### config.mk
export PLATFORM = sky130hd
export DESIGN_NAME = if_stage
export DESIGN_NICKNAME = d
export VERILOG_FILES = /design/src/rtl/if_stage_pkg.sv /design/src/rtl/if_skid_buf.sv /design/src/rtl/if_stage.sv
export SDC_FILE = /design/constraint.sdc
export NUM_CORES = 1
export LEC_CHECK = 0
export CORE_UTILIZATION = 40
export CTS_BUF_LIST = sky130_fd_sc_hd__clkbuf_16
export CTS_CLUSTER_DIAMETER = 50
export DETAILED_ROUTE_END_ITERATION = 7
export PLACE_DENSITY = 0.8
export SETUP_SLACK_MARGIN = 0.3
export SLEW_MARGIN = 20
export SYNTH_ARGS = -nofsm -noshare
export SYNTH_HDL_FRONTEND = slang
export SYNTH_SLANG_ARGS = --single-unit
export TNS_END_PERCENT = 100
### constraint.sdc
create_clock -name clk_i -period 8.4 [get_ports clk_i]
set_input_delay 0.84 -clock clk_i [delete_from_list [all_inputs] [get_ports clk_i]]
set_output_delay 0.84 -clock clk_i [all_outputs]
set_load 0.02 [all_outputs]
### src/rtl/if_stage_pkg.sv
// Shared fetch/decode definitions: IF FSM states, NOP word and base opcodes.
package if_stage_pkg;

   typedef enum logic [1:0] {
      IDLE = 2'd0,
      REQ  = 2'd1,
      WAIT = 2'd2,
      HOLD = 2'd3
   } if_state_e;

   // ADDI x0,x0,0 -- the canonical RV32I no-op
   localparam logic [31:0] NOP_INSTR_C = 32'h0000_0013;

   localparam logic [6:0] OPC_LUI    = 7'b0110111;
   localparam logic [6:0] OPC_JAL    = 7'b1101111;
   localparam logic [6:0] OPC_BRANCH = 7'b1100011;
   localparam logic [6:0] OPC_LOAD   = 7'b0000011;
   localparam logic [6:0] OPC_OP_IMM = 7'b0010011;

   // Sequential fetch address; wraps modulo 2^32
   function automatic logic [31:0] pc_next(input logic [31:0] pc);
      return pc + 32'd4;
   endfunction

endpackage

### src/rtl/if_skid_buf.sv
// One-entry hold buffer for a fetched word that decode could not accept.
module if_skid_buf (
   input  logic        clk,
   input  logic        rst,
   input  logic        load,
   input  logic        clear,
   input  logic [31:0] instr_d,
   input  logic [31:0] pc_d,
   output logic [31:0] instr_q,
   output logic [31:0] pc_q,
   output logic        vld_q
);

   // Occupancy flag: set on capture, dropped on drain or redirect
   always_ff @(posedge clk or posedge rst) begin
      if (rst)        vld_q <= 1'b0;
      else if (clear) vld_q <= 1'b0;
      else if (load)  vld_q <= 1'b1;
   end

   // Payload is qualified by vld_q, so it needs no reset
   always_ff @(posedge clk) begin
      if (load) begin
         instr_q <= instr_d;
         pc_q    <= pc_d;
      end
   end

endmodule

### src/rtl/if_stage.sv
// Instruction fetch stage: single-outstanding request FSM feeding the IF/ID register.
// Optional feature: define IF_MISALIGN_TRAP_EN to add misalign_o and block fetch
// after a misaligned redirect; otherwise redirect targets are forced word-aligned.
module if_stage
   import if_stage_pkg::*;
#(
   parameter logic [31:0] RESET_PC  = 32'h0000_0000,
   parameter logic [31:0] NOP_INSTR = NOP_INSTR_C
) (
   input  logic        clk_i,
   input  logic        rst_i,
   input  logic        stall_i,
   input  logic        redirect_i,
   input  logic [31:0] redirect_pc_i,
   output logic        imem_req_o,
   output logic [31:0] imem_addr_o,
   input  logic        imem_gnt_i,
   input  logic        imem_rvalid_i,
   input  logic [31:0] imem_rdata_i,
   output logic        valid_o,
   output logic [31:0] instr_o,
   output logic [31:0] pc_o,
   output logic [6:0]  opcode_o,
   output logic [2:0]  func3_o
`ifdef IF_MISALIGN_TRAP_EN
   ,
   output logic        misalign_o
`endif
);

   if_state_e   state_q, state_d;
   logic [31:0] fetch_pc_q, fetch_pc_d;
   logic [31:0] redirect_tgt;
   logic        kill_q, kill_d;
   logic        trap_q;
   logic        granted;
   logic        ifid_load, ifid_clear;
   logic [31:0] ifid_instr, ifid_pc;
   logic        skid_load, skid_clear, skid_vld;
   logic [31:0] skid_instr, skid_pc;
   logic        vld_p0;
   logic [31:0] instr_p0, pc_p0;

`ifdef IF_MISALIGN_TRAP_EN
   assign redirect_tgt = redirect_pc_i;
   assign misalign_o   = trap_q;

   // Trap latch: any redirect re-evaluates alignment of its target
   always_ff @(posedge clk_i or posedge rst_i) begin
      if (rst_i)           trap_q <= 1'b0;
      else if (redirect_i) trap_q <= |redirect_pc_i[1:0];
   end
`else
   assign redirect_tgt = redirect_pc_i & 32'hFFFF_FFFC;
   assign trap_q       = 1'b0;
`endif

   assign imem_req_o  = (state_q == REQ) && !trap_q;
   assign imem_addr_o = fetch_pc_q;
   assign granted     = imem_req_o && imem_gnt_i;

   if_skid_buf u_skid (
      .clk     (clk_i),
      .rst     (rst_i),
      .load    (skid_load),
      .clear   (skid_clear),
      .instr_d (imem_rdata_i),
      .pc_d    (fetch_pc_q),
      .instr_q (skid_instr),
      .pc_q    (skid_pc),
      .vld_q   (skid_vld)
   );

   // Next-state, fetch address, kill flag and IF/ID / buffer controls
   always_comb begin
      state_d    = state_q;
      fetch_pc_d = fetch_pc_q;
      kill_d     = kill_q;
      ifid_load  = 1'b0;
      ifid_clear = !stall_i;   // decode consumed the current word
      ifid_instr = imem_rdata_i;
      ifid_pc    = fetch_pc_q;
      skid_load  = 1'b0;
      skid_clear = 1'b0;

      case (state_q)
         IDLE: state_d = REQ;
         REQ:  if (granted) state_d = WAIT;
         WAIT: begin
            if (imem_rvalid_i) begin
               if (kill_q) begin
                  kill_d  = 1'b0;
                  state_d = REQ;
               end else if (stall_i) begin
                  skid_load = 1'b1;
                  state_d   = HOLD;
               end else begin
                  ifid_load  = 1'b1;
                  fetch_pc_d = pc_next(fetch_pc_q);
                  state_d    = REQ;
               end
            end
         end
         HOLD: begin
            if (!stall_i) begin
               ifid_load  = skid_vld;
               ifid_instr = skid_instr;
               ifid_pc    = skid_pc;
               skid_clear = 1'b1;
               fetch_pc_d = pc_next(fetch_pc_q);
               state_d    = REQ;
            end
         end
         default: state_d = IDLE;
      endcase

      // Redirect overrides stall and any word in flight
      if (redirect_i) begin
         fetch_pc_d = redirect_tgt;
         ifid_load  = 1'b0;
         ifid_clear = 1'b1;
         skid_load  = 1'b0;
         skid_clear = 1'b1;
         if ((state_q == WAIT && !imem_rvalid_i) || (state_q == REQ && granted)) begin
            // A response is still owed for the old address: wait it out and drop it
            kill_d  = 1'b1;
            state_d = WAIT;
         end else begin
            kill_d  = 1'b0;
            state_d = REQ;
         end
      end
   end

   // FSM, fetch address and kill flag registers
   always_ff @(posedge clk_i or posedge rst_i) begin
      if (rst_i) begin
         state_q    <= IDLE;
         fetch_pc_q <= RESET_PC;
         kill_q     <= 1'b0;
      end else begin
         state_q    <= state_d;
         fetch_pc_q <= fetch_pc_d;
         kill_q     <= kill_d;
      end
   end

   // IF/ID boundary: load a new word, drop a consumed one, or hold under stall
   always_ff @(posedge clk_i or posedge rst_i) begin
      if (rst_i) begin
         vld_p0   <= 1'b0;
         instr_p0 <= NOP_INSTR;
         pc_p0    <= 32'h0000_0000;
      end else if (ifid_load) begin
         vld_p0   <= 1'b1;
         instr_p0 <= ifid_instr;
         pc_p0    <= ifid_pc;
      end else if (ifid_clear) begin
         vld_p0   <= 1'b0;
      end
   end

   assign valid_o  = vld_p0;
   assign instr_o  = vld_p0 ? instr_p0 : NOP_INSTR;
   assign pc_o     = pc_p0;
   assign opcode_o = instr_o[6:0];
   assign func3_o  = instr_o[14:12];

endmodule

Word-level counts from Yosys, hierarchy flattened. Index checks and enable logic that the tools add are counted. Widths: inputs -> output; s select.

Register bits: 165. Input bits: 70. Output and inout port bits: 108. Word-level logic and storage cells: 72.

$add $sub $neg: 1. Eq/ne operators: 7. Mux-type cells: 40. Reduce and logical (&&, ||, !) cells: 15.

Operator list (count): $mux 32 (9); $pmux 32 s2 (1); $add 32x3->32 const B (1); $mux 1 (21); $mux 2 (7); $ne 3x3->1 const B (3); $pmux 2 s4 (1); $reduce_bool 2->1 (4); $reduce_and 3->1 (2); $eq 2x2->1 const B (2); $logic_and 1x1->1 (3); $ne 3x2->1 const B (1); $reduce_bool 3->1 (1); $eq 2x1->1 const B (1); $logic_not 1->1 (2); $logic_not 2->1 (1); $pmux 1 s2 (1); $reduce_and 2->1 (1); $logic_or 1x1->1 (1).

Logic depth before layout (Yosys ltp). Gate-level depths: netlist of the first run.

Depth in word-level cells: 7. Mapped depth: 8. Gate-level depth less buffers: 6.

Modules after synthesis. Synthesis of the first run repeated with hierarchy kept, for this count alone.

Cell total of the unflattened synthesis: 720. Area total of the unflattened synthesis: 7327.0 sq um.

Modules (own cells, without submodules): if_stage (instances 1, cells an instance 653, area each 5366.4 sq um, seq. area each 2456.1 sq um); if_skid_buf (instances 1, cells an instance 67, area each 1960.6 sq um, seq. area each 1946.9 sq um).

Worst setup path after synthesis of the first run. Ideal clock, no wire load.

Kind: input-to-reg. Start: input port redirect_i. End: register u_skid.instr_q[0], enable pin. Library setup time: 0.660 ns. Arrival: 7.603 ns. Required time: 7.740 ns. Setup slack: 0.137 ns. Stages on the path: 2. Buffers on the path: 1. Path through: clkbuf_1 nor4b_1.

Word-level cells in the longest chain between the ends: 1.

RTL lines: start, declared (RTL line if_stage.sv:13) `input logic redirect_i,`; $mux 1 (RTL line if_stage.sv:118) `if (redirect_i) begin`; via skid_load (RTL line if_stage.sv:39) `logic skid_load, skid_clear, skid_vld;`; end signal, assigned (RTL line if_skid_buf.sv:24) `instr_q <= instr_d;`; end, declared (RTL line if_skid_buf.sv:9) `output logic [31:0] instr_q,`.

The timed path passes the listed nets, and every way through them passes these cells. A chain may end at the register's enable or synchronous reset.

Final worst setup path of the first run.
Start: register vld_p0, in the netlist valid_o. End: output port instr_o[12].

Word-level cells in the longest chain between the ends: 1.

RTL lines: start, declared (RTL line if_stage.sv:41) `logic vld_p0;`; start signal, assigned (RTL line if_stage.sv:151) `vld_p0 <= 1'b0;`; start signal, assigned (RTL line if_stage.sv:155) `vld_p0 <= 1'b1;`; start signal, assigned (RTL line if_stage.sv:159) `vld_p0 <= 1'b0;`; $mux 32 (RTL line if_stage.sv:164) `assign instr_o = vld_p0 ? instr_p0 : NOP_INSTR;`; end, declared (RTL line if_stage.sv:21) `output logic [31:0] instr_o,`.

Every way passes these cells.

==> impl_metrics.toml, run 1 <==
[floorplan]
start_util_pct = 41.34
die_h_microns = 136.4
dieArea_sq_mm = 0.01861
core_area_sq_mm = 0.01748
ioPinCount = 178
placementRows = 48
die_x_microns = 136.4

[logic_synthesis]
yosysTopAreaCell = "dfrtp_1"
ys_seq_area_share_pct = 59.41
synth_cell_type_count = 50
ys_warn_count = 0
async_flop_share_pct = 61.01
synth.area.top_cells = "dfrtp_1 33%, edfxtp_1 26%, mux2i_1 8.7%"
syn_inst = 633
postSynthAreaPerCell_sq_um = 11.41
synthesis.area_sq_mm = 0.007226
synth_seq_cells = 159
ys.flop_type = "dfrtp_1"
synth_edf_count = 62
synth_top_area_share_pct = 32.55

[clock_network]
cts_made_buffers = 17
postCtsResizedCells = 0
ctsHtreeMaxLevel = 4
cts_sinks = 159
cts_tree = "done"
cts_root_buf = "clkbuf_16"
cts_setup_buffers = 0
cts_buffer_depth = 2
holdBufCountCts = 0
insertion_delay_ns = 0.42
clk_pin_slew_ns = 0.06

[sta]
setup_violations = 0
slew_headroom_pct = 35.63
drv_slew = 0
tightest_slew_ns = 0.9645
finalClockSkew_ns = 0.01048
rsz0062_at_grt = "no"
final.setup.tns_ns = 0
period_share_pct = 37.62
period_minus_slack_ns = 3.160
setup_ws_ns = 5.240
finalHoldViolCount = 0
fmax_mhz = 316.4

[power]
vdd_drop_max_uv = 144.7
p_total_mw = 2.581
p_leak_nw = 4.025
power_density_mw_per_mm2 = 269.0

[layout]
n_fill_cell = 1518
layout_commonest_cell = "clkdlybuf4s50_1"
diodes = 0
area_growth_pct = 32.78
finalNonFillerCells = 1016
final_util_pct = 54.90
final_nets = 852
layout_common_cells = "171 x clkdlybuf4s50_1, 94 x dfrtp_1, 79 x nor2_1"
layout-drive-gt1-share_pct = 5.942

[setup_path]
r2r_cells = 7
crit_path_end_kind = "output port"
crit_type = "flip-flop to output port"
cp_data_arrival_time_ns = 2.32
cp-start-kind = "flip-flop"
crit_fanout = 34
cp.required_ns = 7.56

[drt]
viasPerCell = 5.206
routed_wl_microns = 17040
drt-initial-drc-count = 270
drc = 0
vias = 5289
drt-pass1-iter-count = 5
ant_nets = 0
wl_per_cell_microns = 16.77

[grt]
grt_pass1_vias = 5116
grt_antenna_before_repair = 0
grt_pass1_wl_microns = 26700
track_usage_pct = 18.92
overflow = 0
grt_start_max_net_pins = 117

[placed_design]
hpwlAfterDp_microns = 11280
gp_congestion = 0.8340
dp_cells = 984
port_buffers = 171
dp_slack_ns = 4.751

[job]
cap_violations = 0

[outcome]
outcome = "finished clean"

[hold_path]
hold_path_class = "flip-flop to flip-flop"
hold_depth = 2
-- report_power, final --
group	switching, mW	internal, mW
Sequential	0.117	0.992
Combinational	0.392	0.353
Clock	0.296	0.431
Total	0.805	1.78
-- final cells by class --
type | count | area [sq um] | area share, %
Tap cell | 225 | 281.5 | 2.934
Clock inverter | 15 | 131.4 | 1.369
Sequential cell | 159 | 4293 | 44.74
Inverter | 12 | 47.55 | 0.4956
Clock buffer | 17 | 425.4 | 4.434
Timing Repair Buffer | 176 | 1753 | 18.27
Multi-Input combinational cell | 412 | 2663 | 27.75
-- registers in the layout (all words and copies together), names as in the netlist --
signal,flops
instr_p0,32
u_skid.instr_q,32
imem_addr_o,30
pc_o,30
u_skid.pc_q,30
state_q,2
kill_q,1
u_skid.vld_q,1
valid_o,1
-- logic make-up (layout without fill, tap and decap cells) --
group / after synthesis / in the layout / share of synthesized area, %
AO/OA/AOI/OAI: 138 / 138 / 11.65
flip-flops: 159 / 159 / 59.41
buffers and inverters: 65 / 220 / 4.312
AND/OR/NAND/NOR: 193 / 193 / 13.94
multiplexers: 63 / 63 / 8.727
adder cells (fa/ha/maj): 4 / 4 / 0.6927
XOR/XNOR: 10 / 10 / 1.212
other: 1 / 4 / 0.05190
-- synth_stat cells (all sizes together), types with 5 or more instances --
cell type and number:
dfrtp 94, nor2 79, a21oi 68, mux2i 63, edfxtp 62, buf 32, and2 29, nand2 23
clkbuf 21, a31oi 19, o21ai 17, inv 12, or4 11, nand2b 10, xnor2 10, o31ai 9
and3 8, nand3 7, nand4 7, and4 5, or3 5
-- worst paths after layout --
check	startpoint	end	slack, ns
worst max-delay path	valid_o	instr_o[12]	5.24
worst min-delay path	instr_p0[1]	instr_p0[1]	0.50
worst max register to register	state_q[0]	instr_p0[0]	5.53
worst min register to register	instr_p0[1]	instr_p0[1]	0.50
max in group asynchronous	rst_i	state_q[1]	6.40
min in group asynchronous	rst_i	instr_p0[26]	0.79
-- critical path: stages (launching register included) --
cell	delay, ns
dfrtp_1	0.97
and2_1	0.30
clkdlybuf4s50_1	0.62
-- through the flow --
step / area, sq um / hold slack (ns)
global placement: 9034 / 0.4916
detailed placement: 9034 / 0.4929
CTS: 9590 / 0.5016
global route: 9594 / 0.5352
floorplan: 7243 / 0.4781
finish: 9594 / 0.4983
-- per-layer routing --
metal	GRT usage (%)	wire length, microns	up-vias
met5	0	0	-
met4	6.420	172	0
met3	3.878	938	14
met2	30.23	8000	185
met1	25.53	7928	2511
li1	-	-	2579
No activity file was read; power rests on OpenSTA's default activity.
==> inputs of run 2 (changes only) <==
PLACE_DENSITY = 0.77   (was 0.8)
clock period = 3.2 ns   (was 8.4 ns; I/O delays follow)
==> impl_metrics.toml, run 2 (same netlist as run 1, synthesis figures left out) <==
[sta]
slew_headroom_pct = 53.86
period_minus_slack_ns = 2.466
rsz0062_at_grt = "no"
tightest_slew_ns = 0.6922
final.setup.tns_ns = 0
drv_slew = 0
holdWs_ns = 0.3626
period_share_pct = 77.07
setup_ws_ns = 0.7338
finalHoldViolCount = 0
fmax_mhz = 405.5
setup_violations = 0
finalClockSkew_ns = 0.01141

[floorplan]
die_x_microns = 136.4
placementRows = 48
die_h_microns = 136.4
core_area_sq_mm = 0.01748
start_util_pct = 41.34
ioPinCount = 178
dieArea_sq_mm = 0.01861

[placed_design]
gp_congestion = 0.8586
hpwlAfterDp_microns = 11950
port_buffers = 171
dp_slack_ns = 0.5274

[power]
vdd_drop_max_uv = 417.5
p_sw_share_pct = 30.52
p_int_mw = 4.947
p_total_mw = 7.121
power_frac_comb_pct = 28.3
power_switching_mw = 2.173
power_density_mw_per_mm2 = 725.2
clkPwrFrac_pct = 30.9
p_leak_nw = 4.118
seq_power_share_pct = 40.8

[layout]
final_nets = 863
reg.largest.list = "instr_p0 x32, u_skid.instr_q x32"
final_util_pct = 56.18
multi_input_area_sq_mm = 0.002683
layout_common_cells = "171 x clkdlybuf4s50_1, 94 x dfrtp_1, 79 x nor2_1"
diodes = 0
area_growth_pct = 35.88
seq_area_sq_mm = 0.004293
layout-drive-gt1-share_pct = 7.980
layout_commonest_cell = "clkdlybuf4s50_1"
n_fill_cell = 1487

[clock_network]
cts_tree = "done"
postCtsResizedCells = 0
cts_setup_buffers = 0
holdBufCountCts = 0
cts_root_buf = "clkbuf_16"
cts_buffer_depth = 2
insertion_delay_ns = 0.42
cts_sinks = 159
cts_made_buffers = 17
ctsHtreeMaxLevel = 4
clk_pin_slew_ns = 0.07

[job]
cap_violations = 0

[setup_path]
cp-start-kind = "flip-flop"
regToRegSetupSlack_ns = 0.73
reg2reg_from = "state_q[0]"
crit_type = "flip-flop to flip-flop"
slowest_stage = "a2111o_1"
crit_fanout = 12
cpPeakStageDelay_ns = 0.58
reg2reg_to = "imem_addr_o[30]"
r2r_cells = 5
cp_data_arrival_time_ns = 2.79
crit_path_end_kind = "flip-flop"
cp.required_ns = 3.52
cp_cell_sequence = "ha_1 > nand2b_1 > a2111o_1 > or4_1 > a31oi_1"

[grt]
grt_pass1_vias = 5260
grt_start_max_net_pins = 71
grt_antenna_before_repair = 0
grt_pass1_wl_microns = 27650
track_usage_pct = 19.66
overflow = 0

[drt]
drt-initial-drc-count = 266
vias = 5420
ant_nets = 0
drt-pass1-iter-count = 5
drc = 0
wl_per_cell_microns = 17.05
viasPerCell = 5.278
routed_wl_microns = 17510

[hold_path]
hold_path_class = "input pin to async pin"

[outcome]
outcome = "finished clean"
## run 2: changes by cell type in the layout (fill, tap and decap cells not counted), moves of 2 or more
cell and delta:
buf_12 +3, bufinv_16 +3, buf_4 +9, clkinv_2 -3, inv_1 -3, clkinvlp_4 +2
## run 2: cell type report
type,count,area share (%)
sequential,159,43.72
timing repair buffer,187,19.04
tap,225,2.867
inverter,12,0.4843
clock buffer,17,4.333
multi-input combinational,412,27.32
clock inverter,15,2.230
## run 2: worst max-delay path by stage
| stage | slack [ns] | start | depth (start not counted) | endpoint |
|---|---|---|---|---|
| global route | 0.62 | state_q[0] | 5 | imem_addr_o[30] |
| global placement | 0.56 | stall_i | 5 | imem_addr_o[31] |
| floorplan | -0.02 | state_q[0] | 4 | u_skid.instr_q[0] |
| detailed placement | 0.53 | stall_i | 5 | imem_addr_o[26] |
| CTS | 0.74 | state_q[0] | 5 | imem_addr_o[30] |
| finish | 0.73 | state_q[0] | 5 | imem_addr_o[30] |
## run 2: per-layer routing
metal,GRT usage (%),share of wire [%],routed length (microns),vias up
li1,-,-,-,2601
met1,26.47,45,7963,2618
met2,30.94,47,8316,186
met3,4.884,5.6,986,15
met4,6.481,1.4,244,0
met5,0,0,0,-
## run 2: stage by stage
step	instances	area [sq um]
final	1027	9818
after global routing	1027	9818
after CTS	1027	9818
after detailed placement	995	9174
after global placement	995	9174
after floorplan	636	7272
## run 2: power groups by stage
stage,Sequential [mW],Clock [mW],Combinational (mW)
floorplan,3.16,0,0.919
global placement,2.93,0,1.99
detailed placement,2.95,0,2.03
CTS,2.91,2.24,2.04
global route,2.97,2.34,2.19
finish,2.91,2.20,2.01
## run 2: worst max-delay path: cells and delay by family, from the launching register on
kind,cells,cell delay [ns]
compound gates,2,0.81
fa+ha+maj,1,0.32
flops,1,0.42
simple gates,2,0.81
